## src/rtl/pc_gen_pkg.sv

```systemverilog
// pc_gen_pkg: constants and types shared by the instruction-fetch blocks.
//   state_t       - PC generator states (BOOT, RUN, HOLD)
//   RST_ENABLE    - active level of the synchronous reset
//   CHIPS_ENABLE  - level of ce that marks a valid fetch request
//   CHIPS_DISABLE - level of ce when no fetch is presented
//   INST_ADDR_W   - default instruction address bus width
package pc_gen_pkg;

   typedef enum logic [1:0] {
      BOOT = 2'd0,
      RUN  = 2'd1,
      HOLD = 2'd2
   } state_t;

   localparam logic RST_ENABLE    = 1'b1;
   localparam logic CHIPS_ENABLE  = 1'b1;
   localparam logic CHIPS_DISABLE = 1'b0;
   localparam int   INST_ADDR_W   = 32;

endpackage

```

## src/rtl/pc_gen.sv

```systemverilog
// pc_gen: program-counter generator for the instruction-fetch stage.
//
// Parameters
//   ADDR_W     - PC width in bits
//   RESET_VEC  - first fetch address after reset
//   STEP       - sequential increment in bytes (power of two, >= 1)
// Ports
//   clk             in   rising-edge clock
//   rst             in   synchronous active-high reset
//   stall           in   hold PC and drop ce at the next transfer boundary
//   redirect        in   one-cycle pulse: branch/jump taken
//   redirect_target in   redirect destination, sampled when redirect=1
//   ready           in   instruction memory accepts the fetch this cycle
//   pc              out  fetch address (registered)
//   ce              out  fetch valid (registered)
//   misalign        out  one-cycle pulse: last redirect target was misaligned
//
// Handshake: ce is the valid of a valid/ready pair. A fetch transfers ("fires")
// in a cycle where ce=1 and ready=1. While ce=1 and ready=0 the address pc is
// frozen; a redirect seen in that window is parked in a one-entry pending
// buffer and applied as the next pc once the current fetch fires.
module pc_gen
   import pc_gen_pkg::*;
#(
   parameter int                ADDR_W    = INST_ADDR_W,
   parameter logic [ADDR_W-1:0] RESET_VEC = '0,
   parameter int                STEP      = 4
) (
   input  logic              clk,
   input  logic              rst,
   input  logic              stall,
   input  logic              redirect,
   input  logic [ADDR_W-1:0] redirect_target,
   input  logic              ready,
   output logic [ADDR_W-1:0] pc,
   output logic              ce,
   output logic              misalign
);

   localparam int                ALIGN_W  = $clog2(STEP);
   localparam logic [ADDR_W-1:0] STEP_V   = ADDR_W'(STEP);
   // Bits below the fetch granule; all zero when STEP=1.
   localparam logic [ADDR_W-1:0] LOW_MASK = ADDR_W'((64'd1 << ALIGN_W) - 64'd1);

   state_t            state_q, state_d;
   logic [ADDR_W-1:0] pc_q, pc_d;
   logic              ce_q, ce_d;
   logic              mis_q, mis_d;
   logic              pend_valid_q, pend_valid_d;
   logic [ADDR_W-1:0] pend_target_q, pend_target_d;

   logic [ADDR_W-1:0] aligned_target;
   logic              target_misaligned;
   logic              fire;

   assign aligned_target    = redirect_target & ~LOW_MASK;
   assign target_misaligned = |(redirect_target & LOW_MASK);
   assign fire              = ce_q & ready;

   always_comb begin
      state_d       = state_q;
      pc_d          = pc_q;
      ce_d          = ce_q;
      pend_valid_d  = pend_valid_q;
      pend_target_d = pend_target_q;
      mis_d         = redirect & target_misaligned;

      case (state_q)
         BOOT: begin
            // pc already holds RESET_VEC; just start presenting it.
            state_d = RUN;
            ce_d    = CHIPS_ENABLE;
         end
         RUN: begin
            if (fire) begin
               // Fresh redirect beats the parked one, which beats increment.
               if (redirect)          pc_d = aligned_target;
               else if (pend_valid_q) pc_d = pend_target_q;
               else                   pc_d = pc_q + STEP_V;
               pend_valid_d = 1'b0;
               if (stall) begin
                  state_d = HOLD;
                  ce_d    = CHIPS_DISABLE;
               end
            end else if (redirect) begin
               // Address must not move while unaccepted: park the target.
               pend_valid_d  = 1'b1;
               pend_target_d = aligned_target;
            end
         end
         HOLD: begin
            // Nothing is presented, so a redirect can land on pc directly.
            if (redirect) pc_d = aligned_target;
            if (!stall) begin
               state_d = RUN;
               ce_d    = CHIPS_ENABLE;
            end
         end
         default: begin
            state_d = BOOT;
            ce_d    = CHIPS_DISABLE;
         end
      endcase
   end

   always_ff @(posedge clk) begin
      if (rst == RST_ENABLE) begin
         state_q       <= BOOT;
         pc_q          <= RESET_VEC;
         ce_q          <= CHIPS_DISABLE;
         mis_q         <= 1'b0;
         pend_valid_q  <= 1'b0;
         pend_target_q <= '0;
      end else begin
         state_q       <= state_d;
         pc_q          <= pc_d;
         ce_q          <= ce_d;
         mis_q         <= mis_d;
         pend_valid_q  <= pend_valid_d;
         pend_target_q <= pend_target_d;
      end
   end

   assign pc       = pc_q;
   assign ce       = ce_q;
   assign misalign = mis_q;

endmodule

```

## config.mk

```make
export PLATFORM = sky130hd
export DESIGN_NAME = pc_gen
export DESIGN_NICKNAME = d
export VERILOG_FILES = /design/src/rtl/pc_gen_pkg.sv /design/src/rtl/pc_gen.sv
export SDC_FILE = /design/constraint.sdc
export NUM_CORES = 1
export LEC_CHECK = 0
export CAP_MARGIN = 25
export CORE_UTILIZATION = 58
export CTS_BUF_LIST = sky130_fd_sc_hd__clkbuf_8
export DETAILED_ROUTE_END_ITERATION = 8
export PLACE_DENSITY = 0.95
export SYNTH_ARGS = -nofsm -noshare
export SYNTH_HDL_FRONTEND = slang
export SYNTH_SLANG_ARGS = --single-unit
```

## constraint.sdc

```tcl
create_clock -name clk -period 4.17 [get_ports clk]
set_input_delay 0.6255 -clock clk [delete_from_list [all_inputs] [get_ports clk]]
set_output_delay 0.6255 -clock clk [all_outputs]
set_load 0.05 [all_outputs]
```

==> out/results.ini, run 1 <==
[pwr]
vdd_drop_max_mv=0.225
total_power_mw=1.55
p_per_area_nw_per_um2=348
p_leak_nw=1.50

[placement]
place_inst=594
post-place-ws_ns=1.25
gp_congestion=0.876
dp_hpwl_microns=6730
io_buffers=68
placed_cell_area_sq_um=4230

[critical_path]
critPathTopFamily=simple AND/OR/NAND/NOR gates
crit_buf_inv=0
end_kind=flip-flop
max_stage_delay_ns=0.76
required_ns=4.39
path_class=reg2reg
cp_max_fo=42
reg2reg_depth=4
slowest_stage=nor2b_1
crit_chain=nor2b_1, or2_2, a221oi_1, a2111oi_0
r2r_slack_ns=1.44
start_kind=flip-flop
regToRegEndpoint=pc[23]
crit_arrival_ns=2.95
timing.rr.start=state_q[1]

[clock_network]
cts-resized-gates=0
cts.path.max_buffers=2
hold_buffers=0
cts_tree=done
htreeDepth=3
path_clk_slew_ns=0.07
cts_buffers=9
cts_setup_buffers=0
cts_root_buffer=clkbuf_8
numClockSinks=64
clk_latency_ns=0.36

[global_routing]
track_usage_pct=32.7
grt_max_degree=43
grt_first_pass_wirelength_microns=16100
grt_overflow_total=0
antenna_found_initial=0
grt_pass1_vias=3487

[floorplanning]
rows=28
die_area_sq_um=6450
design.portCount=71
coreArea_sq_um=5920
initial_core_util_pct=60.1
die_w_microns=80.3
die_h_microns=80.3

[detailed_routing]
drtPass1Iterations=5
vias=3931
vias_per_cell=6.43
wl_microns=10500
antenna_left=0
drtIter0Drc=513
drt-wirelength-per-cell_microns=17.1
drc_errors=0

[cells_and_area]
syn_to_final_growth_pct=25.2
nets=569
drive_above_1_share_pct=6.72
final_area_sq_um=4460
final_cells=611
antenna_cells=0
post-route-util_pct=75.3
multi_input_area_sq_um=2080
fill_cells=449
seqCellArea_sq_um=1280

[timing]
finalWorstSetupSlack_ns=1.44
max_freq_ghz=0.366
rsz0062_at_grt=no
tightest_slew_ns=0.996
skew_ns=0.00880
maxSlewViolCount=0
hold_ws_ns=0.452
fin_setup_tns_ns=0
setup_viol=0
max-slew-margin-rel_pct=33.1
min_period_ns=2.73
period_share_pct=65.5
hold_violations=0

[synth]
synth_most_common_cell=nand2_1
ys_seq_area_share_pct=36.0
async_flop_share_pct=0
synth_ff_type=dfxtp_1
ys_types=57
yosys-top-cells-area=dfxtp_1, nand2_1, a21oi_1, o21ai_0, clkbuf_1
syn_area_sq_um=3560
syn_inst=482
yosys_warnings=0
synth_enable_flop_cells=0
synthTopCellsByCount=nand2_1, dfxtp_1, a21oi_1
ys_seq_elements=64
synth.top_cell.area_share_pct=36.0
avgSynthCellArea_sq_um=7.38
yosysTopAreaCell=dfxtp_1

[min_path]
whs_path_depth=2
hp-class=reg2reg
hold_end=pend_target_q[31]
worst_hold_startpoint=pend_target_q[31]

[run]
drv_cap=0

[status]
status=complete, no violations

[metal layers]
layer | share of wire (%) | GRT usage, % | vias to the layer above
li1 | - | - | 1819
met3 | 9.4 | 7.61 | 54
met5 | 0 | 0 | -
met4 | 3.5 | 18.2 | 0
met2 | 47 | 51.7 | 251
met1 | 40 | 40.7 | 1807
[state kept, by name, indices dropped and copies added (netlist names)]
register and cells:
misalign 1, ce 1, state_q 1, pc 30, pend_target_q 30, pend_valid_q 1
[worst max-delay path by stage]
stage | start | endpoint | slack [ns] | cells past startpoint
2_1_floorplan | pc[10] | pc[28] | 1.79 | 6
4_1_cts | state_q[1] | pc[23] | 1.58 | 4
3_3_place_gp | redirect | pc[28] | 1.35 | 5
3_5_place_dp | redirect | pc[18] | 1.25 | 5
6_report | state_q[1] | pc[23] | 1.44 | 4
5_1_grt | state_q[1] | pc[23] | 1.22 | 4
[kinds of logic (layout without fill, tap and decap cells)]
family | Yosys count | count (layout) | synth area share (%)
simple gates | 202 | 202 | 27.1
fa+ha+maj | 1 | 1 | 0.352
flops | 64 | 64 | 36.0
mux | 6 | 6 | 1.72
buf+inv | 51 | 104 | 5.80
compound gates | 146 | 146 | 26.2
other cells | 1 | 2 | 0.105
xor+xnor | 11 | 11 | 2.71
[power breakdown]
| part | switching (mW) | leakage (nW) | internal (mW) |
|---|---|---|---|
| Clock | 0.247 | 0.112 | 0.302 |
| Combinational | 0.200 | 0.864 | 0.123 |
| Sequential | 0.0380 | 0.522 | 0.641 |
| Total | 0.485 | 1.50 | 1.07 |
[layout by cell type, fill, tap and decap left out, types with 7 or more instances in the layout]
| cell | Yosys | layout |
|---|---|---|
| clkbuf_8 | 0 | 11 |
| nand3_1 | 11 | 11 |
| nor2_1 | 31 | 30 |
| a21oi_1 | 57 | 56 |
| o21ai_0 | 25 | 25 |
| a211oi_1 | 13 | 13 |
| clkdlybuf4s50_1 | 0 | 67 |
| dfxtp_1 | 64 | 64 |
| buf_4 | 2 | 7 |
| a21o_1 | 7 | 7 |
| nor3_1 | 14 | 14 |
| inv_1 | 12 | 14 |
| nand2_1 | 99 | 99 |
| xor2_1 | 7 | 7 |
| nand4_1 | 10 | 10 |
[worst reg2reg max path, stage by stage (launching register included)]
cell and delay (ns):
dfxtp_1 0.39, nor2b_1 0.76, or2_2 0.76, a221oi_1 0.25, a2111oi_0 0.44
[layout make-up]
class	count	share of cell area, %
flip-flops and latches	64	28.8
inverters	12	1.01
clock buffers	11	3.40
repair buffers	76	17.0
multi-input cells	368	46.7
clock inverters	5	1.07
well taps	75	2.11
Power figures use the tool's default switching activity.
==> run 2: changes to the inputs <==
--- a/config.mk
+++ b/config.mk
@@ -6,10 +6,10 @@
 export NUM_CORES = 1
 export LEC_CHECK = 0
 export CAP_MARGIN = 25
-export CORE_UTILIZATION = 58
+export CORE_UTILIZATION = 54
 export CTS_BUF_LIST = sky130_fd_sc_hd__clkbuf_8
 export DETAILED_ROUTE_END_ITERATION = 8
-export PLACE_DENSITY = 0.95
+export PLACE_DENSITY = 0.94
 export SYNTH_ARGS = -nofsm -noshare
 export SYNTH_HDL_FRONTEND = slang
 export SYNTH_SLANG_ARGS = --single-unit
==> constraint.sdc (replaced) <==
create_clock -name clk -period 2.6 [get_ports clk]
set_input_delay 0.39 -clock clk [delete_from_list [all_inputs] [get_ports clk]]
set_output_delay 0.39 -clock clk [all_outputs]
set_load 0.05 [all_outputs]
==> run 2 against run 1 <==
Compared with the run above: register-to-register slack got worse by 1.1 ns; count of clock-buffer cells in the layout did not move; clock skew is 0.0014 ns higher; combinational power rose by 66%; final cell count up 2.3%; first-iteration DRC count fell by 27%; sequential power increased by 61%; total power grew 60%; via count increased by 1.8%; final area rose by 1.9%; routed wire length grew 3.2%; global-route usage down 1.4 points; largest cell class unchanged.
==> out/results.ini, run 2 (synthesis results as in run 1) <==
[status]
status=complete, no violations

[global_routing]
grt_overflow_total=0
track_usage_pct=31.3
grt_pass1_vias=3747
antenna_found_initial=0
grt_first_pass_wirelength_microns=17600
grt_max_degree=50

[pwr]
vdd_drop_max_mv=0.443
p_leak_nw=1.55
p_per_area_nw_per_um2=548

[detailed_routing]
drt-wirelength-per-cell_microns=17.3
drc_errors=0
drtIter0Drc=376
drtPass1Iterations=5
vias_per_cell=6.40
vias=4003
wl_microns=10800
antenna_left=0

[clock_network]
clk_latency_ns=0.36
path_clk_slew_ns=0.07
numClockSinks=64
cts-resized-gates=0
cts_setup_buffers=0
cts_root_buffer=clkbuf_8
cts_buffers=9
cts_tree=done
htreeDepth=3
cts.path.max_buffers=2
hold_buffers=0

[critical_path]
cp_max_fo=24
critPathMostFrequentCell=o21ai_0
path_class=reg2reg
end_kind=flip-flop
max_stage_delay_ns=0.54
crit_arrival_ns=2.51
required_ns=2.81
start_kind=flip-flop
crit_chain=nor2b_1, or2_2, buf_4, o21ai_0, o21ai_0, a21oi_1
slowest_stage=nor2b_1

[cells_and_area]
layout_commonest_cell=nand2_1
final_area_sq_um=4540
syn_to_final_growth_pct=27.5
drive_above_1_share_pct=9.12
layout_common_cells=nand2_1, clkdlybuf4s50_1, dfxtp_1, a21oi_1, nor2_1
final_cells=625
antenna_cells=0
nets=583

[floorplanning]
die_area_sq_um=6920
rows=29
coreArea_sq_um=6350
initial_core_util_pct=56.0
die_h_microns=83.2
die_w_microns=83.2
design.portCount=71

[placement]
gp_congestion=0.898
dp_hpwl_microns=7310
io_buffers=68
place_inst=611
placed_cell_area_sq_um=4340

[timing]
maxSlewViolCount=0
rsz0062_at_grt=no
fin_setup_tns_ns=0
max_freq_ghz=0.436
min_period_ns=2.30
tightest_slew_ns=0.650
max-slew-margin-rel_pct=56.7
hold_violations=0
setup_viol=0
period_share_pct=88.3
skew_ns=0.0102

[run]
drv_cap=0

[min_path]
hp-class=reg2reg

## run 2: layout make-up
class                      count  area, sq um
multi-input combinational    368         2080
clock buffer                  11          151
clock inverter                 3         42.5
timing repair buffer          90          841
fill                         522         1810
sequential                    64         1280
tap                           77         96.3
inverter                      12         45.0
## run 2: metrics by stage
stage          power (mW)  setup WS (ns)  utilization, %  hold WS [ns]
5_1_grt              2.58         0.0712            71.5         0.476
3_5_place_dp         1.63          0.223            68.4         0.445
3_3_place_gp         1.62          0.308            68.4         0.438
2_1_floorplan        1.42          0.217               -         0.431
6_report             2.49          0.305            71.5         0.451
4_1_cts              2.48          0.388            71.5         0.454
## run 2: power by group
part	switching, mW	total (mW)	leakage [nW]	internal (mW)
clock network	0.382	0.865	0.0973	0.482
logic	0.328	0.536	0.927	0.208
registers	0.0580	1.09	0.522	1.03
## run 2: path summary, 6_finish.rpt
check / startpoint / end / slack [ns] / cells past startpoint
max: state_q[1] / pc[11] / 0.30 / 6
min: pend_target_q[8] / pend_target_q[8] / 0.45 / 2
max reg2reg: state_q[1] / pc[11] / 0.30 / 6
min reg2reg: pend_target_q[8] / pend_target_q[8] / 0.45 / 2
## run 2: metal layers
layer  wire [microns]  GRT usage, %  vias up
li1                 -             -     1856
met4              249          13.0        0
met5                0             0        -
met3             1030          6.96       29
met1             4280          39.8     1861
met2             5230          51.1      257
## run 2: critical path: cells and delay by family (launching register included)
family,cells,cell delay [ns]
flip-flops,1,0.39
AO/OA/AOI/OAI,3,0.36
buffers and inverters,1,0.34
AND/OR/NAND/NOR,2,1.06
